<file path="config.mk">
export PLATFORM = sky130hd
export DESIGN_NAME = jk_mod_counter
export DESIGN_NICKNAME = d
export VERILOG_FILES = /design/src/rtl/jk_mod_counter_pkg.sv /design/src/rtl/jk_mod_counter_jk_cell.sv /design/src/rtl/jk_mod_counter.sv
export SDC_FILE = /design/constraint.sdc
export NUM_CORES = 1
export LEC_CHECK = 0
export CORE_UTILIZATION = 40
export CTS_CLUSTER_SIZE = 30
export DETAILED_ROUTE_END_ITERATION = 12
export GPL_TIMING_DRIVEN = 1
export MAX_ROUTING_LAYER = met4
export PLACE_DENSITY = 0.71
export SKIP_CTS_REPAIR_TIMING = 1
export SLEW_MARGIN = 5
export SYNTH_ARGS = -nofsm -noshare
export SYNTH_HDL_FRONTEND = slang
export SYNTH_SLANG_ARGS = --single-unit
</file>
<file path="constraint.sdc">
create_clock -name clk -period 3.4 [get_ports clk]
set_input_delay 0.68 -clock clk [delete_from_list [all_inputs] [get_ports clk]]
set_output_delay 0.68 -clock clk [all_outputs]
set_load 0.01 [all_outputs]
</file>
<file path="src/rtl/jk_mod_counter_pkg.sv">
// Shared defaults for the JK modulo counter and its next-state mode encoding.
// By convention the top derives MAXV = MODULUS-1 as a WIDTH-bit constant.
package jk_mod_counter_pkg;

    localparam int DEF_WIDTH   = 4;
    localparam int DEF_MODULUS = 10;

    typedef enum logic [1:0] {
        NS_HOLD = 2'd0,
        NS_LOAD = 2'd1,
        NS_UP   = 2'd2,
        NS_DOWN = 2'd3
    } ns_sel_t;

    function automatic ns_sel_t ns_select(input logic load, input logic en, input logic up);
        if (load)
            return NS_LOAD;
        else if (!en)
            return NS_HOLD;
        else if (up)
            return NS_UP;
        else
            return NS_DOWN;
    endfunction

endpackage

</file>
<file path="src/rtl/jk_mod_counter_jk_cell.sv">
// Single JK flip-flop with asynchronous active-low reset to 0.
module jk_cell
    import jk_mod_counter_pkg::*;
(
    input  logic clk,
    input  logic reset,
    input  logic j,
    input  logic k,
    output logic q
);

    always_ff @(posedge clk or negedge reset) begin
        if (!reset)
            q <= 1'b0;
        else
            q <= (j & ~q) | (~k & q);
    end

endmodule

</file>
<file path="src/rtl/jk_mod_counter.sv">
// Modulo-N up/down counter: toggle-form excitation feeding a bank of JK cells,
// plus combinational terminal count and a registered wrap pulse.
module jk_mod_counter
    import jk_mod_counter_pkg::*;
#(
    parameter int WIDTH   = DEF_WIDTH,
    parameter int MODULUS = DEF_MODULUS
) (
    input  logic             clk,
    input  logic             reset,
    input  logic             en,
    input  logic             up,
    input  logic             load,
    input  logic [WIDTH-1:0] din,
    output logic [WIDTH-1:0] q,
    output logic             tc,
    output logic             wrap,
    output logic [WIDTH-1:0] j_dbg,
    output logic [WIDTH-1:0] k_dbg
);

    localparam logic [WIDTH-1:0] MAXV    = WIDTH'(MODULUS - 1);
    // One extra bit so MODULUS = 2^WIDTH still compares correctly.
    localparam logic [WIDTH:0]   MOD_EXT = (WIDTH + 1)'(MODULUS);

    ns_sel_t          sel;
    logic [WIDTH-1:0] nxt;
    logic             illegal;
    logic             din_ok;
    logic             wrap_d;

    assign illegal = ({1'b0, q} >= MOD_EXT);
    assign din_ok  = ({1'b0, din} < MOD_EXT);
    assign sel     = ns_select(load, en, up);

    always_comb begin
        nxt = q;
        case (sel)
            NS_LOAD: nxt = din_ok ? din : '0;
            NS_UP: begin
                if (illegal || q == MAXV)
                    nxt = '0;
                else
                    nxt = q + WIDTH'(1);
            end
            NS_DOWN: begin
                if (illegal)
                    nxt = '0;
                else if (q == '0)
                    nxt = MAXV;
                else
                    nxt = q - WIDTH'(1);
            end
            default: nxt = q;
        endcase
    end

    // Toggle form: any bit that must change gets J=K=1.
    assign j_dbg = q ^ nxt;
    assign k_dbg = q ^ nxt;

    assign tc     = en & (up ? (q == MAXV) : (q == '0));
    assign wrap_d = ~load & en & tc;

    for (genvar i = 0; i < WIDTH; i++) begin : g_cell
        jk_cell u_cell (
            .clk   (clk),
            .reset (reset),
            .j     (j_dbg[i]),
            .k     (k_dbg[i]),
            .q     (q[i])
        );
    end

    always_ff @(posedge clk or negedge reset) begin
        if (!reset)
            wrap <= 1'b0;
        else
            wrap <= wrap_d;
    end

endmodule

</file>
; After elaboration in Yosys (flattened, before gate mapping)
; Cells that the tools add are included.
[op_classes]
addsub = 2
magnitude_cmp = 2
eq_ne = 4
n_mux = 9
n_bitwise = 25
n_reduce_logical = 2
[ops]
columns = op, n
row1 = two-way mux 4 bit, 4
row2 = case mux 4 bit (3 select lines), 1
row3 = AND 1 bit, 11
row4 = inverter 1 bit, 9
row5 = "adder 4 x 1 -> 4 bit, second input constant", 1
row6 = "== test 2 bit, second input constant", 2
row7 = "== test 4 bit, second input constant", 1
row8 = ">= comparator 4 bit, second input constant", 1
row9 = zero test 4 bit, 1
row10 = "< comparator 4 bit, second input constant", 1
row11 = two-way mux 2 bit, 2
row12 = bitwise OR 1 bit, 4
row13 = "subtractor 4 x 1 -> 4 bit, second input constant", 1
row14 = bitwise XOR 4 bit, 1
row15 = "== test 2 x 1 -> 1 bit, second input constant", 1
row16 = two-way mux 1 bit, 2
row17 = logical OR 1 bit, 1
[word_totals]
ff_bits = 5
inputBits = 9
out_inout_bits = 14
wordCells = 49

; Depth between registers and ports, before layout
[depth]
depth_word = 9
ltp_mapped = 9
depth_no_buf = 7

; By module
; A second synthesis with hierarchy kept.
[unflattened]
cells_unflattened = 73
hier_area_um2 = 600.6
[modules_own_cells]
columns = module, instances, cells_per_inst, area_each_um2, seq_area_each_um2
row1 = jk_mod_counter, 1, 61, 445.4, 25.0
row2 = jk_cell, 4, 3, 38.8, 25.0

; Least setup slack after synthesis
; OpenSTA, ideal clock, no wires.
[synth_timing]
kind = reg-to-output
start = reg g_cell[0].u_cell.q
end = out j_dbg[2]
arrival_time_ps = 2142
t_required_ps = 2720
path_slack_ps = 578
path_stages_with_launch = 10
n_path_buf = 2
cell_sequence = dfrtp_1 > buf_2 > inv_1 > ha_1 > or2b_2 > and3_2 > o31ai_1 > o21a_1 > mux2_4 > buf_4
[synth_via]
elab_chain_len = 5
[synth_rtl]
columns = element, line
row1 = from (decl), jk_mod_counter_jk_cell.sv:9  ; output logic q
row2 = from (signal assigned), jk_mod_counter_jk_cell.sv:16  ; q <= (j & ~q) | (~k & q);
row3 = "subtractor 4 x 1 -> 4 bit, or another cell as far along", jk_mod_counter.sv:52  ; nxt = q - WIDTH'(1);
row4 = two-way mux 4 bit or logical OR 1 bit (tied branches), "jk_mod_counter.sv:49, jk_mod_counter.sv:41"
row5 = two-way mux 4 bit (on tied branches), "jk_mod_counter.sv:47, jk_mod_counter.sv:41"
row6 = case mux 4 bit (3 select lines) *, jk_mod_counter.sv:38  ; case (sel)
row7 = bitwise XOR 4 bit *, jk_mod_counter.sv:59  ; assign j_dbg = q ^ nxt;
row8 = to (decl), jk_mod_counter.sv:18  ; output logic [WIDTH-1:0] j_dbg,
; Mark *: on every way between the ends. The rest lies on a longest branch, timed or not.

; Final worst setup path
[layout_timing]
start = reg g_cell[1].u_cell.q
end = out k_dbg[2]
[layout_via]
elab_chain_len = 5
[layout_rtl]
columns = element, line
row1 = from (decl), jk_mod_counter_jk_cell.sv:9
row2 = from (signal assigned), jk_mod_counter_jk_cell.sv:16
row3 = "subtractor 4 x 1 -> 4 bit, or another cell as far along", jk_mod_counter.sv:52
row4 = two-way mux 4 bit or logical OR 1 bit (tied branches), "jk_mod_counter.sv:49, jk_mod_counter.sv:41"
row5 = two-way mux 4 bit (on tied branches), "jk_mod_counter.sv:47, jk_mod_counter.sv:41"
row6 = case mux 4 bit (3 select lines) *, jk_mod_counter.sv:38
row7 = bitwise XOR 4 bit *, jk_mod_counter.sv:60  ; assign k_dbg = q ^ nxt;
row8 = to (decl), jk_mod_counter.sv:19  ; output logic [WIDTH-1:0] k_dbg
; Marks and branches as above.

==> implementation parameters <==
Parameter                              Value

Status
  Outcome ... finished, violations left
  Failing checks ... DRC

GRT
  Met1 capacity usage during global routing ... 26.2%
  GRT overflow ... 0
  Global Route Usage Sum ... 19.8%
  Number of antenna violations at the first check in global routing ... 0
  First-pass GRT wire length ... 2740 um
  Maximum number of pins on one net before global-route repair ... 15
  Vias in the first global route ... 610
  Met2 track demand over resource ... 31.3%
  Global routing usage on met3 ... 3.75%
  Busiest metal layer after global routing ... met2

Route
  First-pass iteration count of the detailed router ... 8
  Final WL ... 1570 um
  Via density per instance ... 5.47
  Antenna Violating Nets Remaining ... 0
  Number of remaining DRC errors ... 1
  Count of routing violations after the opening detailed-route iteration ... 24
  DR WL/cell ... 13.1 um
  Total vias in the final route ... 656

Clocking
  TritonCTS Buffers ... 3
  CTS Root Cell ... sky130_fd_sc_hd__clkbuf_4
  Clock latency at the later pin of the worst-skew pair ... 0.25 ns
  Clock-pin slew reported for the worst setup and hold paths after clock tree synthesis ... 0.05 ns
  Maximum buffer depth of the clock tree ... 2
  Clock tree from TritonCTS ... built
  Clk sink count ... 5
  H-tree Lvls ... 1

Worst setup path
  Reg-to-reg slack, setup ... 1.65 ns
  WP data required ... 2.72 ns
  Largest fanout on the critical path ... 5
  Worst Setup SP ... g_cell[1].u_cell.q$_DFF_PN0_
  Worst setup EP type ... output port
  Type of the setup path with the least slack ... reg2out
  Setup crit start kind ... flip-flop
  Reg-to-reg critical path startpoint ... g_cell[1].u_cell.q$_DFF_PN0_
  Crit path arrival time ... 2.60 ns
  End point of the critical path ... k_dbg[2]
  Cell depth of the worst flop-to-flop path ... 7
  Worst reg2reg endpoint ... g_cell[2].u_cell.q$_DFF_PN0_

Final layout
  Share of cells above drive strength 1 ... 22.1%
  Total inserted antenna cells ... 0
  Share of the core filled with cells ... 59.1%
  Layout fillers ... 136
  Cell Count, Final, Fillers Out ... 120
  Cell area after layout ... 922 sq um
  Final nets ... 119
  Post-synthesis to final-layout area growth ... 32.6%

Placed design
  Cell total after placement ... 116
  HPWL after detailed placement ... 1200 um
  Placed Area ... 855 sq um
  Routability congestion estimate ... 0.848
  I/O Buffers ... 22
  Post-Place Worst Slack ... 0.000713 ns

Synth
  Synth area leader ... sky130_fd_sc_hd__dfrtp_1
  Register bit count reported by yosys ... 5
  Most repeated cell in the gate-level netlist after synthesis ... sky130_fd_sc_hd__nor2_1
  Avg Cell Area, Syn ... 7.82 sq um
  Async set-or-reset flop fraction in the synthesized netlist ... 100%
  Most common library cells after synthesis ... sky130_fd_sc_hd__nor2_1, sky130_fd_sc_hd__buf_4, sky130_fd_sc_hd__nand2_1
  Fraction of post-synthesis cell area in the top cell type by area ... 18.0%
  Dominant register cell in the synthesized netlist ... sky130_fd_sc_hd__dfrtp_1
  Cell Area, Synth ... 696 sq um
  Number of enable flip-flop cells after synthesis ... 0
  Sequential cell area fraction in the yosys report ... 18.0%
  Syn nets ... 103
  Top post-synthesis cells by area ... sky130_fd_sc_hd__dfrtp_1, sky130_fd_sc_hd__buf_4, sky130_fd_sc_hd__ha_1, sky130_fd_sc_hd__nor2_1, sky130_fd_sc_hd__mux2i_1
  Library cells used by synthesis ... 32
  Yosys warnings ... 0
  Gate Count Post-Synth ... 89

Timing
  Clock period minus worst slack ... 3.28 ns
  Crit share post-route ... 96.4%
  Worst Setup Slack, final ... 0.121 ns
  Number of max-slew violations in the final report ... 0
  Unrepaired setup endpoints after global routing ... no
  Max-slew headroom at the worst pin ... 71.1%
  Setup violators final ... 0
  Summed negative setup slack over all endpoints ... 0 ns
  Worst-case clock skew ... 0.000283 ns
  Hold violation total from the final report ... 0
  Min Hold Slack ... 0.650 ns
  Highest Clock Rate ... 305 MHz
  Worst Tran Pin Value ... 0.434 ns

Die
  Die ar. ... 1910 sq um
  Site row count ... 14
  Number of primary I/O pins ... 23
  Starting density of the core ... 44.6%
  Die height ... 43.7 um
  Chip width ... 43.7 um
  Core area ... 1560 sq um

Pwr
  Worst IR drop on VDD ... 0.262 mV
  PwrDens ... 359 nW/um^2
  Total power consumption of the routed design ... 0.331 mW
  Leak Pwr ... 0.430 nW

Run
  # Max-Cap Violations ... 0

Min path
  Min-Delay Path Class ... in2async
[layout make-up]
type,instances,area [sq um],share of cell area (%)
Clock inverter,1,5.00,0.543
Timing Repair Buffer,28,275,29.9
Clock buffer,3,22.5,2.44
Inverter,3,11.3,1.22
Sequential cell,5,125,13.6
Tap cell,16,20.0,2.17
Multi-Input combinational cell,64,463,50.2
[kinds of logic (layout without fill, tap and decap cells)]
family	count (synthesis)	count (layout)	share of synthesized area, %
and+or+nand+nor	31	31	24.1
AOI/OAI and AO/OA	23	23	21.0
buffers and inverters	20	35	19.8
adders and majority gates	5	5	8.99
muxes	5	5	8.09
DFF	5	5	18.0
[how the worst min path moves through the flow]
| stage | end | cells after the start | startpoint | slack, ns |
|---|---|---|---|---|
| 6_report | wrap$_DFF_PN0_ | 1 | reset | 0.65 |
| 5_1_grt | g_cell[0].u_cell.q$_DFF_PN0_ | 1 | reset | 0.68 |
| 4_1_cts | g_cell[2].u_cell.q$_DFF_PN0_ | 1 | reset | 0.65 |
| 3_5_place_dp | g_cell[0].u_cell.q$_DFF_PN0_ | 3 | g_cell[0].u_cell.q$_DFF_PN0_ | 0.72 |
| 3_3_place_gp | g_cell[1].u_cell.q$_DFF_PN0_ | 3 | g_cell[1].u_cell.q$_DFF_PN0_ | 0.72 |
| 2_1_floorplan | g_cell[0].u_cell.q$_DFF_PN0_ | 0 | reset | 0.38 |
[registers in the layout (all words and copies together), names as in the netlist]
signal           flops
g_cell.u_cell.q      4
wrap                 1
[critical path, cell delays in order, from the launching register on]
cell and delay (ns):
sky130_fd_sc_hd__dfrtp_1 0.40, sky130_fd_sc_hd__inv_2 0.10, sky130_fd_sc_hd__ha_4 0.15, sky130_fd_sc_hd__or2b_2 0.28, sky130_fd_sc_hd__and3_2 0.21, sky130_fd_sc_hd__o31ai_2 0.20, sky130_fd_sc_hd__o21a_1 0.21, sky130_fd_sc_hd__mux2_4 0.31
sky130_fd_sc_hd__clkdlybuf4s50_1 0.47
[cell usage in the layout (no fill, tap or decap), types with 2 or more instances in the layout]
cell and n:
sky130_fd_sc_hd__o21ai_0 5, sky130_fd_sc_hd__o21a_1 3, sky130_fd_sc_hd__dfrtp_1 5, sky130_fd_sc_hd__buf_4 6, sky130_fd_sc_hd__clkdlybuf4s50_1 18, sky130_fd_sc_hd__mux2i_1 3, sky130_fd_sc_hd__inv_2 2, sky130_fd_sc_hd__a21oi_1 3
sky130_fd_sc_hd__ha_1 4, sky130_fd_sc_hd__nor2_1 13, sky130_fd_sc_hd__nand2b_1 3, sky130_fd_sc_hd__a31oi_1 4, sky130_fd_sc_hd__clkbuf_4 3, sky130_fd_sc_hd__nand2_1 6, sky130_fd_sc_hd__nor3b_1 2, sky130_fd_sc_hd__dlymetal6s2s_1 4
[metal layers]
layer / routed length [um] / share of wire, %
met5: 0 / 0
met1: 742 / 47
met3: 88 / 5.6
met2: 727 / 46
met4: 14 / 0.89
[where the power goes]
group | internal (mW) | total, mW | switching, mW
Clock | 0.0428 | 0.0714 | 0.0286
Combinational | 0.0979 | 0.182 | 0.0841
Sequential | 0.0658 | 0.0778 | 0.0120
Total | 0.206 | 0.331 | 0.125
No activity file was read; power rests on OpenSTA's default activity.
